`src/rtl/chain_score_pipe.sv`:
```
// Six-register valid/ready pipeline that scores one (predecessor j, current i) anchor pair per cycle.
// A single global advance signal stalls every stage together, so pair order is preserved.
module chain_score_pipe #(
  parameter int W    = 32,
  parameter int FRAC = 16,
  parameter int CW   = 24,
  parameter int TAGW = 8
) (
  input  logic                 clk,
  input  logic                 reset,
  input  logic                 in_valid,
  output logic                 in_ready,
  input  logic signed [W-1:0]  ri_x,
  input  logic signed [W-1:0]  ri_y,
  input  logic signed [W-1:0]  qi_x,
  input  logic signed [W-1:0]  qi_y,
  input  logic [TAGW-1:0]      in_tag,
  input  logic signed [W-1:0]  cfg_q_span,
  input  logic signed [W-1:0]  cfg_max_dist,
  input  logic [CW-1:0]        cfg_gap_coef,
  output logic                 out_valid,
  input  logic                 out_ready,
  output logic signed [W-1:0]  out_score,
  output logic                 out_pass,
  output logic [TAGW-1:0]      out_tag
);

  localparam int LGW = $clog2(W + 1);
  localparam int PW  = W + 1 + CW;
  localparam int NW  = W + CW;
  localparam int DW  = W + CW + 2;
  localparam logic [W-1:0] NEG_INF = {1'b1, {(W-1){1'b0}}};
  localparam logic [W-1:0] POS_MAX = {1'b0, {(W-1){1'b1}}};

  // Index of the most significant set bit; zero maps to zero.
  function automatic logic [LGW-1:0] ilog2_f(input logic [W:0] v);
    logic [LGW-1:0] r;
    r = '0;
    for (int k = 0; k <= W; k++) begin
      if (v[k]) r = LGW'(k);
      else      r = r;
    end
    return r;
  endfunction

  logic adv_s;
  assign adv_s    = !out_valid || out_ready;
  assign in_ready = adv_s;

  // Stage registers
  logic                 v0_r, v1_r, v2_r, v3_r, v4_r;
  logic [TAGW-1:0]      tag0_r, tag1_r, tag2_r, tag3_r, tag4_r;
  logic signed [W-1:0]  rix_r, riy_r, qix_r, qiy_r;
  logic signed [W:0]    dr1_r, dq1_r;
  logic                 rej2_r, rej3_r, rej4_r;
  logic [W:0]           dd2_r;
  logic signed [W:0]    dg2_r, a3_r, a4_r;
  logic [PW-1:0]        prod3_r;
  logic [LGW-1:0]       lg3_r;
  logic                 dz3_r;
  logic [NW-1:0]        pen4_r;

  // Combinational stage results
  logic signed [W:0]    dr_s, dq_s;
  logic                 rej2_s, rej3_s;
  logic [W:0]           dd2_s;
  logic signed [W:0]    dg2_s, qs_ext_s, a3_s;
  logic [PW-1:0]        prod3_s;
  logic [LGW-1:0]       lg3_s;
  logic [NW-1:0]        pen4_s;
  logic signed [DW-1:0] diff_s;
  logic [W-1:0]         sat_s, score5_s;

  // Front half: coordinate differences, sign rejection, gap and diagonal terms
  always_comb begin
    dr_s   = $signed({rix_r[W-1], rix_r}) - $signed({riy_r[W-1], riy_r});
    dq_s   = $signed({qix_r[W-1], qix_r}) - $signed({qiy_r[W-1], qiy_r});
    rej2_s = dr1_r[W] || (dr1_r == '0) || dq1_r[W] || (dq1_r == '0);
    if (dr1_r >= dq1_r) begin
      dd2_s = $unsigned(dr1_r - dq1_r);
      dg2_s = dq1_r;
    end else begin
      dd2_s = $unsigned(dq1_r - dr1_r);
      dg2_s = dr1_r;
    end
  end

  // Back half: bandwidth rejection, capped match term, fixed-point penalty, saturating score
  always_comb begin
    rej3_s   = rej2_r || (dd2_r > {1'b0, cfg_max_dist});
    qs_ext_s = $signed({cfg_q_span[W-1], cfg_q_span});
    if (dg2_r < qs_ext_s) a3_s = dg2_r;
    else                  a3_s = qs_ext_s;
    prod3_s = PW'(dd2_r) * PW'(cfg_gap_coef);
    lg3_s   = ilog2_f(dd2_r);
    if (dz3_r) pen4_s = '0;
    else       pen4_s = NW'(prod3_r >> FRAC) + NW'(lg3_r >> 1);
    diff_s = $signed({{(DW-W-1){a4_r[W]}}, a4_r}) - $signed({2'b00, pen4_r});
    if (diff_s > $signed({{(DW-W){1'b0}}, POS_MAX}))      sat_s = POS_MAX;
    else if (diff_s < $signed({{(DW-W){1'b1}}, NEG_INF})) sat_s = NEG_INF;
    else                                                  sat_s = diff_s[W-1:0];
    if (rej4_r) score5_s = NEG_INF;
    else        score5_s = sat_s;
  end

  // Input capture, difference and gap stages
  always_ff @(posedge clk or posedge reset) begin
    if (reset) begin
      v0_r <= 1'b0; tag0_r <= '0; rix_r <= '0; riy_r <= '0; qix_r <= '0; qiy_r <= '0;
      v1_r <= 1'b0; tag1_r <= '0; dr1_r <= '0; dq1_r <= '0;
      v2_r <= 1'b0; tag2_r <= '0; rej2_r <= 1'b0; dd2_r <= '0; dg2_r <= '0;
    end else if (adv_s) begin
      v0_r <= in_valid; tag0_r <= in_tag;
      rix_r <= ri_x; riy_r <= ri_y; qix_r <= qi_x; qiy_r <= qi_y;
      v1_r <= v0_r; tag1_r <= tag0_r; dr1_r <= dr_s; dq1_r <= dq_s;
      v2_r <= v1_r; tag2_r <= tag1_r; rej2_r <= rej2_s; dd2_r <= dd2_s; dg2_r <= dg2_s;
    end
  end

  // Product, penalty and output stages
  always_ff @(posedge clk or posedge reset) begin
    if (reset) begin
      v3_r <= 1'b0; tag3_r <= '0; rej3_r <= 1'b0; a3_r <= '0;
      prod3_r <= '0; lg3_r <= '0; dz3_r <= 1'b0;
      v4_r <= 1'b0; tag4_r <= '0; rej4_r <= 1'b0; a4_r <= '0; pen4_r <= '0;
      out_valid <= 1'b0; out_score <= '0; out_pass <= 1'b0; out_tag <= '0;
    end else if (adv_s) begin
      v3_r <= v2_r; tag3_r <= tag2_r; rej3_r <= rej3_s; a3_r <= a3_s;
      prod3_r <= prod3_s; lg3_r <= lg3_s; dz3_r <= (dd2_r == '0);
      v4_r <= v3_r; tag4_r <= tag3_r; rej4_r <= rej3_r; a4_r <= a3_r; pen4_r <= pen4_s;
      out_valid <= v4_r;
      out_score <= score5_s;
      out_pass  <= !rej4_r;
      out_tag   <= tag4_r;
    end
  end

endmodule

```
`config.mk`:
```
export PLATFORM = sky130hd
export DESIGN_NAME = chain_score_pipe
export DESIGN_NICKNAME = d
export VERILOG_FILES = /design/src/rtl/chain_score_pipe.sv
export SDC_FILE = /design/constraint.sdc
export NUM_CORES = 2
export LEC_CHECK = 0
export CAP_MARGIN = 20
export CORE_MARGIN = 2
export CORE_UTILIZATION = 45
export DETAILED_ROUTE_END_ITERATION = 10
export DONT_BUFFER_PORTS = 1
export GPL_TIMING_DRIVEN = 0
export MAX_ROUTING_LAYER = met4
export PLACE_DENSITY = 0.7
export SLEW_MARGIN = 20
export SYNTH_ARGS = -nofsm -noshare
export SYNTH_HDL_FRONTEND = slang
export SYNTH_SLANG_ARGS = --single-unit
```
`constraint.sdc`:
```
create_clock -name clk -period 40.5 [get_ports clk]
set_input_delay 8.1 -clock clk [delete_from_list [all_inputs] [get_ports clk]]
set_output_delay 8.1 -clock clk [all_outputs]
set_load 0.03 [all_outputs]
```
## After elaboration in Yosys (flattened, before gate mapping)

Cells that the tools add are included.

- Multiply operators: 1
- Mux-type cells: 39
- Add/sub/neg operators: 6
- Reduce and logical (&&, ||, !) cells: 10
- Magnitude comparators: 5

Operators by type and width:

| operator | number |
|---|---|
| 6-bit 2-to-1 mux | 31 |
| 33-bit zero test | 3 |
| 33-bit 2-to-1 mux | 3 |
| 32-bit 2-to-1 mux | 3 |
| 32-bit by 32-bit subtractor with 33-bit output | 2 |
| 33-bit subtractor | 2 |
| 58-bit by 32-bit > comparator with 1-bit output (second input constant) | 1 |
| 58-bit by 32-bit less-than comparator with 1-bit output (second input constant) | 1 |
| 33-bit by 57-bit subtractor with 58-bit output | 1 |
| 33-bit by 24-bit multiplier with 57-bit output | 1 |
| 41-bit by 5-bit adder with 42-bit output | 1 |
| 42-bit 2-to-1 mux | 1 |
| 33-bit greater-or-equal comparator | 1 |
| 33-bit by 32-bit > comparator with 1-bit output | 1 |
| 33-bit by 32-bit less-than comparator with 1-bit output | 1 |
| 1-bit logical OR | 5 |
| 1-bit zero test | 2 |
| 1-bit 2-to-1 mux | 1 |

- Register bits: 536
- Input port bits: 228
- Logic and storage cells: 92
- Output and inout port bits: 43

## Logic depth before layout (Yosys ltp)

- Depth in word-level cells: 32
- Mapped depth: 29
- Depth with buffers taken out: 27

## Worst setup path before layout

No wires, ideal clock.

- Path kind: in2out
- From: in out_ready
- To: out in_ready
- Arrival: 9.502 ns
- Path buffers: 4
- Stages: 6
- Slack: 22.898 ns
- Cells stage by stage: nor2b_1 > clkbuf_1 > inv_1 > clkbuf_1 > clkbuf_1 > clkbuf_1

- Longest elaborated chain between the ends: 1

RTL lines:

| item | RTL line | source |
|---|---|---|
| from (decl) | 22 | `input logic out_ready,` |
| 1-bit logical OR | 47 | `assign adv_s = !out_valid \|\| out_ready;` |
| to (decl) | 12 | `output logic in_ready,` |

Every way passes these cells.

## Final worst setup path

Ends and elaborated chain as after synthesis.

==> flow_summary.yaml <==
routing:
  drc: 0
  final_antenna_net_count: 0
  drt_iter0_markers: 4804
  wirelength_um: 205700
  wire_per_inst_um: 24.76
  vias_per_cell: 5.734
  drt-pass1-iter-count: 7
  num_vias: 47630
sta:
  tns_ns: 0
  setup_viol: 0
  fmax_mhz: 51.09
  post-route-period-util_pct: 48.32
  finalHoldViolations: 0
  drv_slew: 0
  rsz0062_at_grt: "no"
  slew_headroom_pct: 18.81
  tightest_slew_ns: 1.218
  final.min_clock_period_ns: 19.57
  clock_skew_ns: 0.03043
critical_path:
  rr_startpoint: "dd2_r[21]"
  crit_path_max_incr_delay_ns: 0.86
  start_kind: "primary input"
  crit_slowest_cell: "clkbuf_1"
  cp_cell_sequence: "nor2b_1 -> clkbuf_1 -> inv_1 -> clkbuf_1 -> clkbuf_1 -> clkbuf_1"
  r2r_cells: 28
  timing.reg2reg.setup_slack_ns: 30.83
  cpMostUsedCell: "clkbuf_1"
  worst-path-max-fanout: 10
  crit_type: "primary input to output port"
  cp-end-kind: "output port"
  r2r-end: "prod3_r[49]"
  crit_arrival_ns: 11.47
  critPathRequiredTime_ns: 32.40
yosys:
  synth_seq_area_share_pct: 22.58
  yosys_warnings: 0
  synth_area_mm2: 0.05597
  ys_types: 96
  syn_area_per_cell_um2: 8.584
  syn_inst: 6520
  synthArstFlopShare_pct: 100.0
  ys_seq_elements: 505
  synth_area_leaders: "fa_1 25%, dfrtp_1 23%, ha_1 9.4%"
  syn-num-nets: 7853
  synth_edf_count: 0
  synth.top_cell.area_share_pct: 24.50
  post-synth-top-area-cell: "fa_1"
  synth_flop_cell: "dfrtp_1"
worst_hold_path:
  min-delay-start: "tag0_r[5]"
  hold_depth: 2
  hold_end: "tag0_r[5]"
  hold_path.class: "flip-flop to flip-flop"
placed_design:
  port_buffers: 0
  place_congestion: 1.089
  hpwl_um: 165600
cells_and_area:
  final_common_cell: "nand2_1"
  final_cell_mix: "1238 x nand2_1, 998 x inv_1, 685 x fa_1, 505 x dfrtp_1, 420 x ha_1"
  drive_above_1_share_pct: 2.703
  nNetsFinal: 7915
  area_delta_synth_final_pct: 7.380
die:
  die_area_mm2: 0.1272
  die-width_um: 356.7
  core_area_mm2: 0.1236
  rows: 129
  initial_core_util_pct: 45.27
  io_pins: 271
  die_y_um: 356.7
global_routing:
  overflow: 0
  grt_max_degree: 109
  antenna_found_initial: 35
  grtUsageTotal_pct: 33.21
  grt_pass1_vias: 48000
  grt_pass1_wl_um: 304300
clock_network:
  cts_buffer_depth: 3
  ctsResizeCount: 0
  tritoncts: "yes"
  hold_buffers: 0
  cts_sinks: 505
  cts_root_buf: "clkbuf_16"
  cts_setup_buffers: 0
  cts-buffers-inserted: 54
  cts_max_level: 2
  clock_latency_ns: 0.64
  path_clk_slew_ns: 0.06
outcome:
  status: "finished, final reports clean"
run:
  drv_cap: 0
cell usage after synthesis, types with 12 or more instances:
cell type and number:
a211oi_1 32, a21boi_0 12, a21o_1 136, a21oi_1 291, a221o_1 13, a31oi_1 60, and2_1 403, and3_1 30
buf_1 16, buf_2 19, clkbuf_1 290, dfrtp_1 505, fa_1 685, ha_1 420, inv_1 999, mux2i_1 17
nand2_1 1238, nand2b_1 30, nand3_1 104, nand4_1 45, nor2_1 266, nor2b_1 30, nor3_1 54, nor3b_1 17
nor4_1 28, o211ai_1 12, o21a_1 29, o21ai_0 225, o21ai_1 12, o21ai_2 12, o21bai_1 19, o22ai_1 44
o311ai_0 36, o31ai_1 25, xnor2_1 93, xor2_1 91
state kept, by name, indices dropped and copies added, names as in the netlist, 32 cells and up:
register	count
pen4_r	42
prod3_r	41
a3_r	33
a4_r	33
dd2_r	33
dg2_r	33
dq1_r	33
dr1_r	33
out_score	32
qix_r	32
qiy_r	32
rix_r	32
riy_r	32
per-layer routing:
layer / global-route usage, % / wire length [um] / vias to the layer above
li1: - / - / 20990
met1: 42.36 / 82140 / 23730
met2: 49.52 / 90060 / 2412
met3: 8.890 / 22380 / 495
met4: 14.76 / 11100 / 0
met5: - / 0 / -
logic make-up (layout without fill, tap and decap cells):
logic type / after synthesis / count (layout) / share of synthesized area, %
and+or+nand+nor: 2308 / 2308 / 19.00
muxes: 25 / 25 / 0.4717
adders and majority gates: 1105 / 1105 / 33.89
DFF: 505 / 505 / 22.58
other: 0 / 46 / 0
buffers and inverters: 1332 / 1435 / 9.023
AOI/OAI and AO/OA: 1060 / 1060 / 12.13
xor gates and xnor gates: 185 / 185 / 2.909
cell type report:
cell class                 instances  area, um2
tap                             1637       2048
inverter                        1000       3761
fill                           12020      63540
antenna                           46      115.1
multi-input combinational       4683      38280
sequential                       505      12640
clock inverter                    25      309.0
clock buffer                      72       1499
timing repair buffer               6      148.9
buffer                           332       1299
worst max-delay path by stage:
stage	from	to	slack, ns	cells past startpoint
6_report	out_ready	in_ready	20.93	6
5_1_grt	out_ready	in_ready	20.86	6
4_1_cts	out_ready	in_ready	20.99	6
3_5_place_dp	out_ready	in_ready	21.00	6
3_3_place_gp	reset	dd2_r[0]	13.09	1
2_1_floorplan	reset	a3_r[0]	18.30	1
critical path, delay by kind of cell:
family / cells / cell delay, ns
buf+inv: 5 / 3.32
simple gates: 1 / 0.02
per-stage QoR:
stage	hold WS (ns)	util (%)	cells	instance area, um2	setup WS (ns)
5_1_grt	0.4774	48.59	8297	60070	20.86
4_1_cts	0.4678	48.50	8259	59970	20.99
6_report	0.4667	48.61	8306	60100	20.93
3_5_place_dp	0.4538	47.04	8162	58160	21.00
2_1_floorplan	0.4300	-	6520	55970	18.30
3_3_place_gp	0.4485	46.92	8157	58010	13.09
Power is left out: the tool's default activity adds up to more than one toggle a clock period on the data nets, which glitch-free logic cannot reach.
